===== config.mk =====
export PLATFORM = sky130hd
export DESIGN_NAME = nibble_serial_adder
export DESIGN_NICKNAME = d
export VERILOG_FILES = /design/src/rtl/adder_pkg.sv /design/src/rtl/four_bit_adder.sv /design/src/rtl/nibble_serial_adder.sv
export SDC_FILE = /design/constraint.sdc
export NUM_CORES = 1
export LEC_CHECK = 0
export ABC_AREA = 1
export CORE_MARGIN = 4
export CORE_UTILIZATION = 50
export CTS_CLUSTER_DIAMETER = 80
export DETAILED_ROUTE_END_ITERATION = 8
export PLACE_DENSITY = 0.81
export SLEW_MARGIN = 20
export SYNTH_ARGS = -nofsm -noshare
export SYNTH_HDL_FRONTEND = slang
export SYNTH_SLANG_ARGS = --single-unit

===== constraint.sdc =====
create_clock -name clk -period 6.8 [get_ports clk]
set_input_delay 1.36 -clock clk [delete_from_list [all_inputs] [get_ports clk]]
set_output_delay 1.36 -clock clk [all_outputs]
set_load 0.05 [all_outputs]

===== src/rtl/adder_pkg.sv =====
// Shared definitions for the nibble-serial adder datapath.
//   NIBBLE_W : width of one adder stage (one nibble)
//   state_t  : control FSM state encoding
package adder_pkg;

  localparam int unsigned NIBBLE_W = 4;

  typedef enum logic [1:0] {
    IDLE = 2'd0,
    BUSY = 2'd1,
    DONE = 2'd2
  } state_t;

endpackage : adder_pkg


===== src/rtl/four_bit_adder.sv =====
// Combinational 4-bit ripple-carry adder stage.
// Ports:
//   a, b    : nibble operands
//   cin     : carry in
//   sum_c   : nibble sum
//   cout_c  : carry out of bit 3
module four_bit_adder
  import adder_pkg::*;
(
  input  logic [NIBBLE_W-1:0] a,
  input  logic [NIBBLE_W-1:0] b,
  input  logic                cin,
  output logic [NIBBLE_W-1:0] sum_c,
  output logic                cout_c
);

  logic [NIBBLE_W:0] carry;

  assign carry[0] = cin;

  // One full adder per bit, carry rippling upward.
  for (genvar i = 0; i < NIBBLE_W; i++) begin : g_fa
    assign sum_c[i]   = a[i] ^ b[i] ^ carry[i];
    assign carry[i+1] = (a[i] & b[i]) | (carry[i] & (a[i] ^ b[i]));
  end

  assign cout_c = carry[NIBBLE_W];

endmodule : four_bit_adder


===== src/rtl/nibble_serial_adder.sv =====
// Multi-cycle W-bit adder/subtractor: one nibble per cycle through a single
// 4-bit adder stage, LSB first, carry chained through a register.
// Ports:
//   clk, rst             : clock, synchronous active-high reset
//   in_valid/in_ready    : operand handshake (ready only in IDLE)
//   in_a, in_b, in_sub   : operands; in_sub=1 computes A-B as A+~B+1
//   out_valid/out_ready  : result handshake (valid only in DONE)
//   out_sum              : W-bit result modulo 2^W
//   out_cout             : carry out of bit W-1 (subtract: 1 = no borrow)
//   out_ovf              : signed overflow
module nibble_serial_adder
  import adder_pkg::*;
#(
  parameter int unsigned NIBBLES = 4
) (
  input  logic                      clk,
  input  logic                      rst,
  input  logic                      in_valid,
  output logic                      in_ready,
  input  logic [NIBBLE_W*NIBBLES-1:0] in_a,
  input  logic [NIBBLE_W*NIBBLES-1:0] in_b,
  input  logic                      in_sub,
  output logic                      out_valid,
  input  logic                      out_ready,
  output logic [NIBBLE_W*NIBBLES-1:0] out_sum,
  output logic                      out_cout,
  output logic                      out_ovf
);

  localparam int unsigned W     = NIBBLE_W * NIBBLES;
  localparam int unsigned IDX_W = (NIBBLES > 1) ? $clog2(NIBBLES) : 1;
  localparam logic [IDX_W-1:0] LAST_IDX = IDX_W'(NIBBLES - 1);

  state_t             state;
  logic [W-1:0]       a_q;
  logic [W-1:0]       b_q;
  logic               carry_q;
  logic               a_msb_q;
  logic               b_msb_q;
  logic [IDX_W-1:0]   idx_q;

  logic [NIBBLE_W-1:0] nib_sum;
  logic                nib_cout;

  // Per-nibble datapath: always looks at the low nibble of the shifting operands.
  four_bit_adder u_adder (
    .a      (a_q[NIBBLE_W-1:0]),
    .b      (b_q[NIBBLE_W-1:0]),
    .cin    (carry_q),
    .sum_c  (nib_sum),
    .cout_c (nib_cout)
  );

  // Control FSM with registered handshake and result outputs.
  always_ff @(posedge clk) begin
    if (rst) begin
      state     <= IDLE;
      a_q       <= '0;
      b_q       <= '0;
      carry_q   <= 1'b0;
      a_msb_q   <= 1'b0;
      b_msb_q   <= 1'b0;
      idx_q     <= '0;
      in_ready  <= 1'b1;
      out_valid <= 1'b0;
      out_sum   <= '0;
      out_cout  <= 1'b0;
      out_ovf   <= 1'b0;
    end else begin
      case (state)
        IDLE: begin
          if (in_valid) begin
            a_q      <= in_a;
            b_q      <= in_sub ? ~in_b : in_b;
            carry_q  <= in_sub;
            a_msb_q  <= in_a[W-1];
            b_msb_q  <= in_b[W-1] ^ in_sub;
            idx_q    <= '0;
            in_ready <= 1'b0;
            state    <= BUSY;
          end
        end

        BUSY: begin
          // Sum nibbles enter at the top so the LSB nibble lands at bit 0 last.
          out_sum <= (out_sum >> NIBBLE_W) | (W'(nib_sum) << (W - NIBBLE_W));
          a_q     <= a_q >> NIBBLE_W;
          b_q     <= b_q >> NIBBLE_W;
          carry_q <= nib_cout;
          idx_q   <= idx_q + IDX_W'(1);
          if (idx_q == LAST_IDX) begin
            out_cout  <= nib_cout;
            // nib_sum[3] is the final result MSB on the last nibble.
            out_ovf   <= (a_msb_q == b_msb_q) && (nib_sum[NIBBLE_W-1] != a_msb_q);
            out_valid <= 1'b1;
            state     <= DONE;
          end
        end

        DONE: begin
          if (out_ready) begin
            out_valid <= 1'b0;
            in_ready  <= 1'b1;
            state     <= IDLE;
          end
        end

        default: begin
          out_valid <= 1'b0;
          in_ready  <= 1'b1;
          state     <= IDLE;
        end
      endcase
    end
  end

endmodule : nibble_serial_adder


==> summary.txt, run 1 <==
Tmin final: 3.34 ns
Total GRT Usage: 0.184
Net Count, Synth: 453
Root buf cell: clkbuf_8
Top Family by Delay on Critical Path: buffers and inverters
Seq. cell area: 1180 um^2
Worst slew margin: 0.328
Worst Reg-to-Reg Cells: 11
Largest net degree at the start of global routing: 46
DIE WIDTH: 82.0 um
Post_cts resized: 0
Main synth FF type: dfxtp_1
Final period utilization: 0.492
Crit-path slowest cell: clkinv_1
Per-cell routed wire length: 10.6 um
Cell area after layout: 3450 um^2
Final wirelength: 5.62 mm
Nets: 499
# fillers: 476
Max Fclk: 299 MHz
Buffers & Inverters on Critical Path: 2
Final setup viols: 0
Worst Hold Class: reg2reg
Die area: 6730 um^2
PortBufs: 56
Yosys top cell by area: dfxtp_1
Routability-driven placement congestion ratio: 0.802
N_diodes: 0
Placed Area: 3270 um^2
I/O pin cnt: 57
Drt drc: 0
CP Data Arrival Time: 3.56 ns
# Post-CTS Setup Buffers: 0
Synth area leaders: dfxtp_1 43%, nand2_1 20%, nor2_1 8.2%
CP max stage delay: 0.93 ns
Area taken by multi-input logic gates: 1280 um^2
Synth unique cells: 23
Crit-path max FO: 45
Post-synthesis sequential area ratio: 0.431
Ys Warns: 0
CTS tree: done
Hold_ws: 0.461 ns
CTS sink cnt: 59
Syn avg cell area: 6.67 um^2
Setup Skew: 0.00643 ns
Worst path cell trace: clkdlybuf4s50_1 -> clkinv_1 -> o21ai_0 -> nor2_1
Clock transition at path regs: 0.06 ns
Req. time, crit path: 7.02 ns
# hold bufs at CTS: 0
Netlist Area Pre-Place: 2740 um^2
Post-Synthesis Cells: 411
Synth Register Bits: 59
Asr flop ratio synth: 0
Total CTS buffers: 9
Worst slew pin tran: 1.00 ns
H-tree levels: 3
Post-route antenna net violation count: 0
Max IR drop VDD: 0.168 mV
Site Rows: 26
Iter 0 DRT Violations: 159
Setup_tns: 0 ns
Cell depth of the worst hold path: 1
Pwr Density: 242 nW/um^2
Final-report max-slew violation count: 0
Max-Cap Viols: 0
Gr ovfl total: 0
Area share of the largest cell type after synthesis: 0.431
Vias per cell: 4.84
First-pass GRT wire length: 9.45 mm
Vias: 2573
Post-synth EDFFs: 0
Fraction of layout cells with a size suffix above 1: 0.0433
Worst path depth: 4
1st-pass router iterations: 4
Startpoint types: primary input
Maximum root-to-sink buffer count: 2
Initial Util: 0.527
RSZ-0062 raised after global routing: false
Initial antenna violation count: 0
Final Hold Vio Count: 0
Die height: 82.0 um
Clk Latency, worst-skew pair: 0.33 ns
Lkg Pwr: 0.00164 uW
Critical path class: in2reg
Core area: 5200 um^2
Vias in the first global route: 2237
Area growth syn-to-layout: 25.7%
Outcome: finished, final reports clean
Crit. End Element: register
Post-DP HPWL: 3.88 mm
power by group:
group          switching [uW]  internal, uW
Clock                     128           151
Sequential               15.6           372
Combinational             101          64.2
final timing paths:
| check | startpoint | endpoint | slack [ns] |
|---|---|---|---|
| worst max-delay path | rst | out_valid$_SDFFE_PP0P_ | 3.46 |
| worst min-delay path | idx_q[0]$_SDFFE_PP0P_ | idx_q[0]$_SDFFE_PP0P_ | 0.46 |
| worst max register to register | a_q[0]$_SDFFE_PP0P_ | out_ovf$_SDFFE_PP0P_ | 4.46 |
| worst min register to register | idx_q[0]$_SDFFE_PP0P_ | idx_q[0]$_SDFFE_PP0P_ | 0.46 |
placed cells by master (no fill, tap or decap), drive strengths merged:
master         instances
nand3                 14
nor3                   1
clkbuf                14
ha                     1
nand2                149
o21a                   1
inv                   42
xor2                   4
or2                    1
fa                     4
a21oi                 17
o21ai                 35
nor2                  60
clkdlybuf4s50         56
clkinv                 4
dfxtp                 59
area by class of cell:
cell class | count | share of cell area
Timing Repair Buffer | 56 | 0.163
Clock inverter | 2 | 0.00290
Tap cell | 70 | 0.0254
Sequential cell | 59 | 0.343
Clock buffer | 14 | 0.0472
Multi-Input combinational cell | 287 | 0.371
Inverter | 44 | 0.0483
through the flow:
step / instances / util / power (uW) / worst slack, ns
finish: 532 / 0.662 / 832 / 3.46
CTS: 532 / 0.662 / 841 / 3.64
global placement: 516 / 0.628 / 557 / 3.30
detailed placement: 516 / 0.629 / 562 / 3.29
floorplan: 411 / - / 509 / 4.61
global route: 532 / 0.662 / 877 / 3.19
synthesized netlist by cell type (2+ instances only):
| library cell | number |
|---|---|
| nand2_1 | 148 |
| nor2_1 | 60 |
| dfxtp_1 | 59 |
| inv_1 | 41 |
| o21ai_0 | 33 |
| a21oi_1 | 17 |
| nand3_1 | 14 |
| buf_2 | 10 |
| clkbuf_1 | 5 |
| fa_1 | 4 |
| xor2_1 | 4 |
| buf_4 | 3 |
| buf_6 | 2 |
| inv_2 | 2 |
kinds of logic (layout without fill, tap and decap cells):
family                     Yosys count  count (layout)  share of synthesized area
DFF                                 59              59                      0.431
and+or+nand+nor                    225             225                      0.317
adders and majority gates            5               5                     0.0338
buffers and inverters               65             116                      0.104
xor gates and xnor gates             4               4                     0.0128
AOI/OAI and AO/OA                   53              53                      0.102
layer usage:
| layer | track usage | vias to the layer above | share of wire |
|---|---|---|---|
| met5 | 0 | - | 0 |
| met4 | 0.0897 | 0 | 0.016 |
| met3 | 0.0406 | 12 | 0.050 |
| met2 | 0.318 | 59 | 0.48 |
| met1 | 0.214 | 1159 | 0.45 |
| li1 | - | 1343 | - |
sequential cells by signal, summed over array words and instances (netlist names), 2 cells and up:
signal,count
b_q,16
a_q,16
idx_q,2
state,2
out_sum,16
Note: power is estimated with default switching activity, not from simulation.
==> inputs of run 2 (changes only) <==
--- a/config.mk
+++ b/config.mk
@@ -7,10 +7,10 @@
 export LEC_CHECK = 0
 export ABC_AREA = 1
 export CORE_MARGIN = 4
-export CORE_UTILIZATION = 50
+export CORE_UTILIZATION = 46
 export CTS_CLUSTER_DIAMETER = 80
 export DETAILED_ROUTE_END_ITERATION = 8
-export PLACE_DENSITY = 0.81
+export PLACE_DENSITY = 0.79
 export SLEW_MARGIN = 20
 export SYNTH_ARGS = -nofsm -noshare
 export SYNTH_HDL_FRONTEND = slang
==> constraint.sdc (replaced) <==
create_clock -name clk -period 3 [get_ports clk]
set_input_delay 0.6 -clock clk [delete_from_list [all_inputs] [get_ports clk]]
set_output_delay 0.6 -clock clk [all_outputs]
set_load 0.05 [all_outputs]
==> run 2 against run 1 <==
- global-route usage shrank 1.4 points
- flip-flop and latch count is the same
- cell count grew 1.9%
- worst setup slack lost 2.8 ns
- sequential power grew 130%
- clock skew shrank 0.0012 ns
- core utilization shrank 4.1 points
- critical path type is now reg2reg
- largest cell class unchanged
- largest power group unchanged
- highest routed layer unchanged
==> summary.txt, run 2 (same netlist as run 1, synthesis figures left out) <==
Outcome: finished, final reports clean
Total GRT Usage: 0.170
Tmin final: 2.32 ns
Worst setup margin: 0.681 ns
Site Rows: 27
Cell area after layout: 3510 um^2
Crit-path slowest cell: fa_1
Per-cell routed wire length: 10.5 um
Commonest non-fill, non-tap cell in the layout: nand2_1
Max-Cap Viols: 0
Worst slew pin tran: 0.585 ns
Area taken by multi-input logic gates: 1270 um^2
Non-Filler Instances: 542
Die height: 85.2 um
Commonest non-fill, non-tap cells in the layout: 148 x nand2_1, 60 x nor2_1, 59 x dfxtp_1
# Post-CTS Setup Buffers: 0
Post-route antenna net violation count: 0
# hold bufs at CTS: 0
Critical path class: reg2reg
First-pass GRT wire length: 9.95 mm
Gr ovfl total: 0
Final setup viols: 0
Maximum root-to-sink buffer count: 2
Die area: 7260 um^2
Routability-driven placement congestion ratio: 0.790
Worst slew margin: 0.610
Nets: 507
PortBufs: 56
# fillers: 540
Post_cts resized: 0
Final Hold Vio Count: 0
Worst Hold Class: reg2reg
Fraction of layout cells with a size suffix above 1: 0.0574
Setup Skew: 0.00524 ns
Clock transition at path regs: 0.06 ns
Lkg Pwr: 0.00168 uW
Clk Latency, worst-skew pair: 0.33 ns
Startpoint types: register
Hold Path Origin: a_q[12]$_SDFFE_PP0P_
Iter 0 DRT Violations: 78
Core area: 5640 um^2
Largest net degree at the start of global routing: 46
Max IR drop VDD: 0.290 mV
Vias per cell: 4.69
Crit. End Element: register
Total CTS buffers: 9
N_diodes: 0
CTS tree: done
Worst Reg-to-Reg Cells: 11
Initial Util: 0.486
1st-pass router iterations: 4
Placed Area: 3330 um^2
Req. time, crit path: 3.23 ns
I/O pin cnt: 57
Initial antenna violation count: 0
Post-DP HPWL: 4.07 mm
Hold Path End: a_q[12]$_SDFFE_PP0P_
Max Fclk: 431 MHz
Pwr Density: 540 nW/um^2
Setup_tns: 0 ns
Cell depth of the worst hold path: 2
Worst path cell trace: fa_1 -> inv_1 -> fa_1 -> inv_1 -> fa_1 -> inv_1 -> fa_1 -> nand3_1 -> nand2_1 -> nor2_1 -> nor2_1
Setup slack, reg-to-reg: 0.68 ns
H-tree levels: 3
Area growth syn-to-layout: 27.9%
Crit-path max FO: 3
DIE WIDTH: 85.2 um
Vias in the first global route: 2384
CTS sink cnt: 59
# placed instances: 526
Final wirelength: 5.67 mm
Final period utilization: 0.773
Root buf cell: clkbuf_8
Largest regs: a_q (16), b_q (16), out_sum (16)
Worst Setup Slack post-DPL: 0.668 ns
RSZ-0062 raised after global routing: false
CP Data Arrival Time: 2.55 ns
Cell repeated most along the worst path: fa_1
Seq. cell area: 1180 um^2
Drt drc: 0
Worst reg2reg startpoint: a_q[0]$_SDFFE_PP0P_
Vias: 2542
CP max stage delay: 0.45 ns
R2r endpoint: out_ovf$_SDFFE_PP0P_
Final-report max-slew violation count: 0
[run 2: changes by cell type in the layout (fill, tap and decap cells not counted), sizes merged]
cell / delta
clkinv: -1
buf: +8
inv: +1
[run 2: worst max-delay path by stage]
stage | from | endpoint | slack, ns
2_1_floorplan | a_q[0]$_SDFFE_PP0P_ | out_ovf$_SDFFE_PP0P_ | 0.81
3_3_place_gp | a_q[0]$_SDFFE_PP0P_ | out_ovf$_SDFFE_PP0P_ | 0.76
3_5_place_dp | a_q[0]$_SDFFE_PP0P_ | out_ovf$_SDFFE_PP0P_ | 0.67
4_1_cts | a_q[0]$_SDFFE_PP0P_ | out_ovf$_SDFFE_PP0P_ | 0.68
5_1_grt | a_q[0]$_SDFFE_PP0P_ | out_ovf$_SDFFE_PP0P_ | 0.56
6_report | a_q[0]$_SDFFE_PP0P_ | out_ovf$_SDFFE_PP0P_ | 0.68
[run 2: layout make-up]
cell class                      instances  share of cell area
Clock buffer                           14              0.0464
Multi-Input combinational cell        287               0.364
Timing Repair Buffer                   64               0.177
Tap cell                               72              0.0257
Clock inverter                          2             0.00286
Sequential cell                        59               0.337
Inverter                               44              0.0475
[run 2: report_power, final]
part	internal (uW)	total [uW]	switching, uW	leakage (uW)
sequential	844	879	35.4	0.000485
clock	343	630	288	0.0000905
combinational	154	384	230	0.00110
[run 2: critical path: cells and delay by family (launching register included)]
kind          cells  cell delay (ns)
fa+ha+maj         4             1.38
buf+inv           3             0.21
flops             1             0.33
simple gates      4             0.32
[run 2: metrics by stage]
stage / power (uW) / hold WS (ns) / utilization
2_1_floorplan: 1150 / 0.429 / -
3_3_place_gp: 1270 / 0.445 / 0.591
3_5_place_dp: 1280 / 0.457 / 0.591
4_1_cts: 1910 / 0.466 / 0.621
5_1_grt: 2010 / 0.481 / 0.621
6_report: 1890 / 0.466 / 0.621
[run 2: routing by layer]
metal  vias to the layer above  share of wire  GRT usage
met5                         -              0          0
met4                         0          0.018     0.0633
met3                        10          0.059     0.0563
met2                        63           0.48      0.299
met1                      1113           0.44      0.190
li1                       1356              -          -
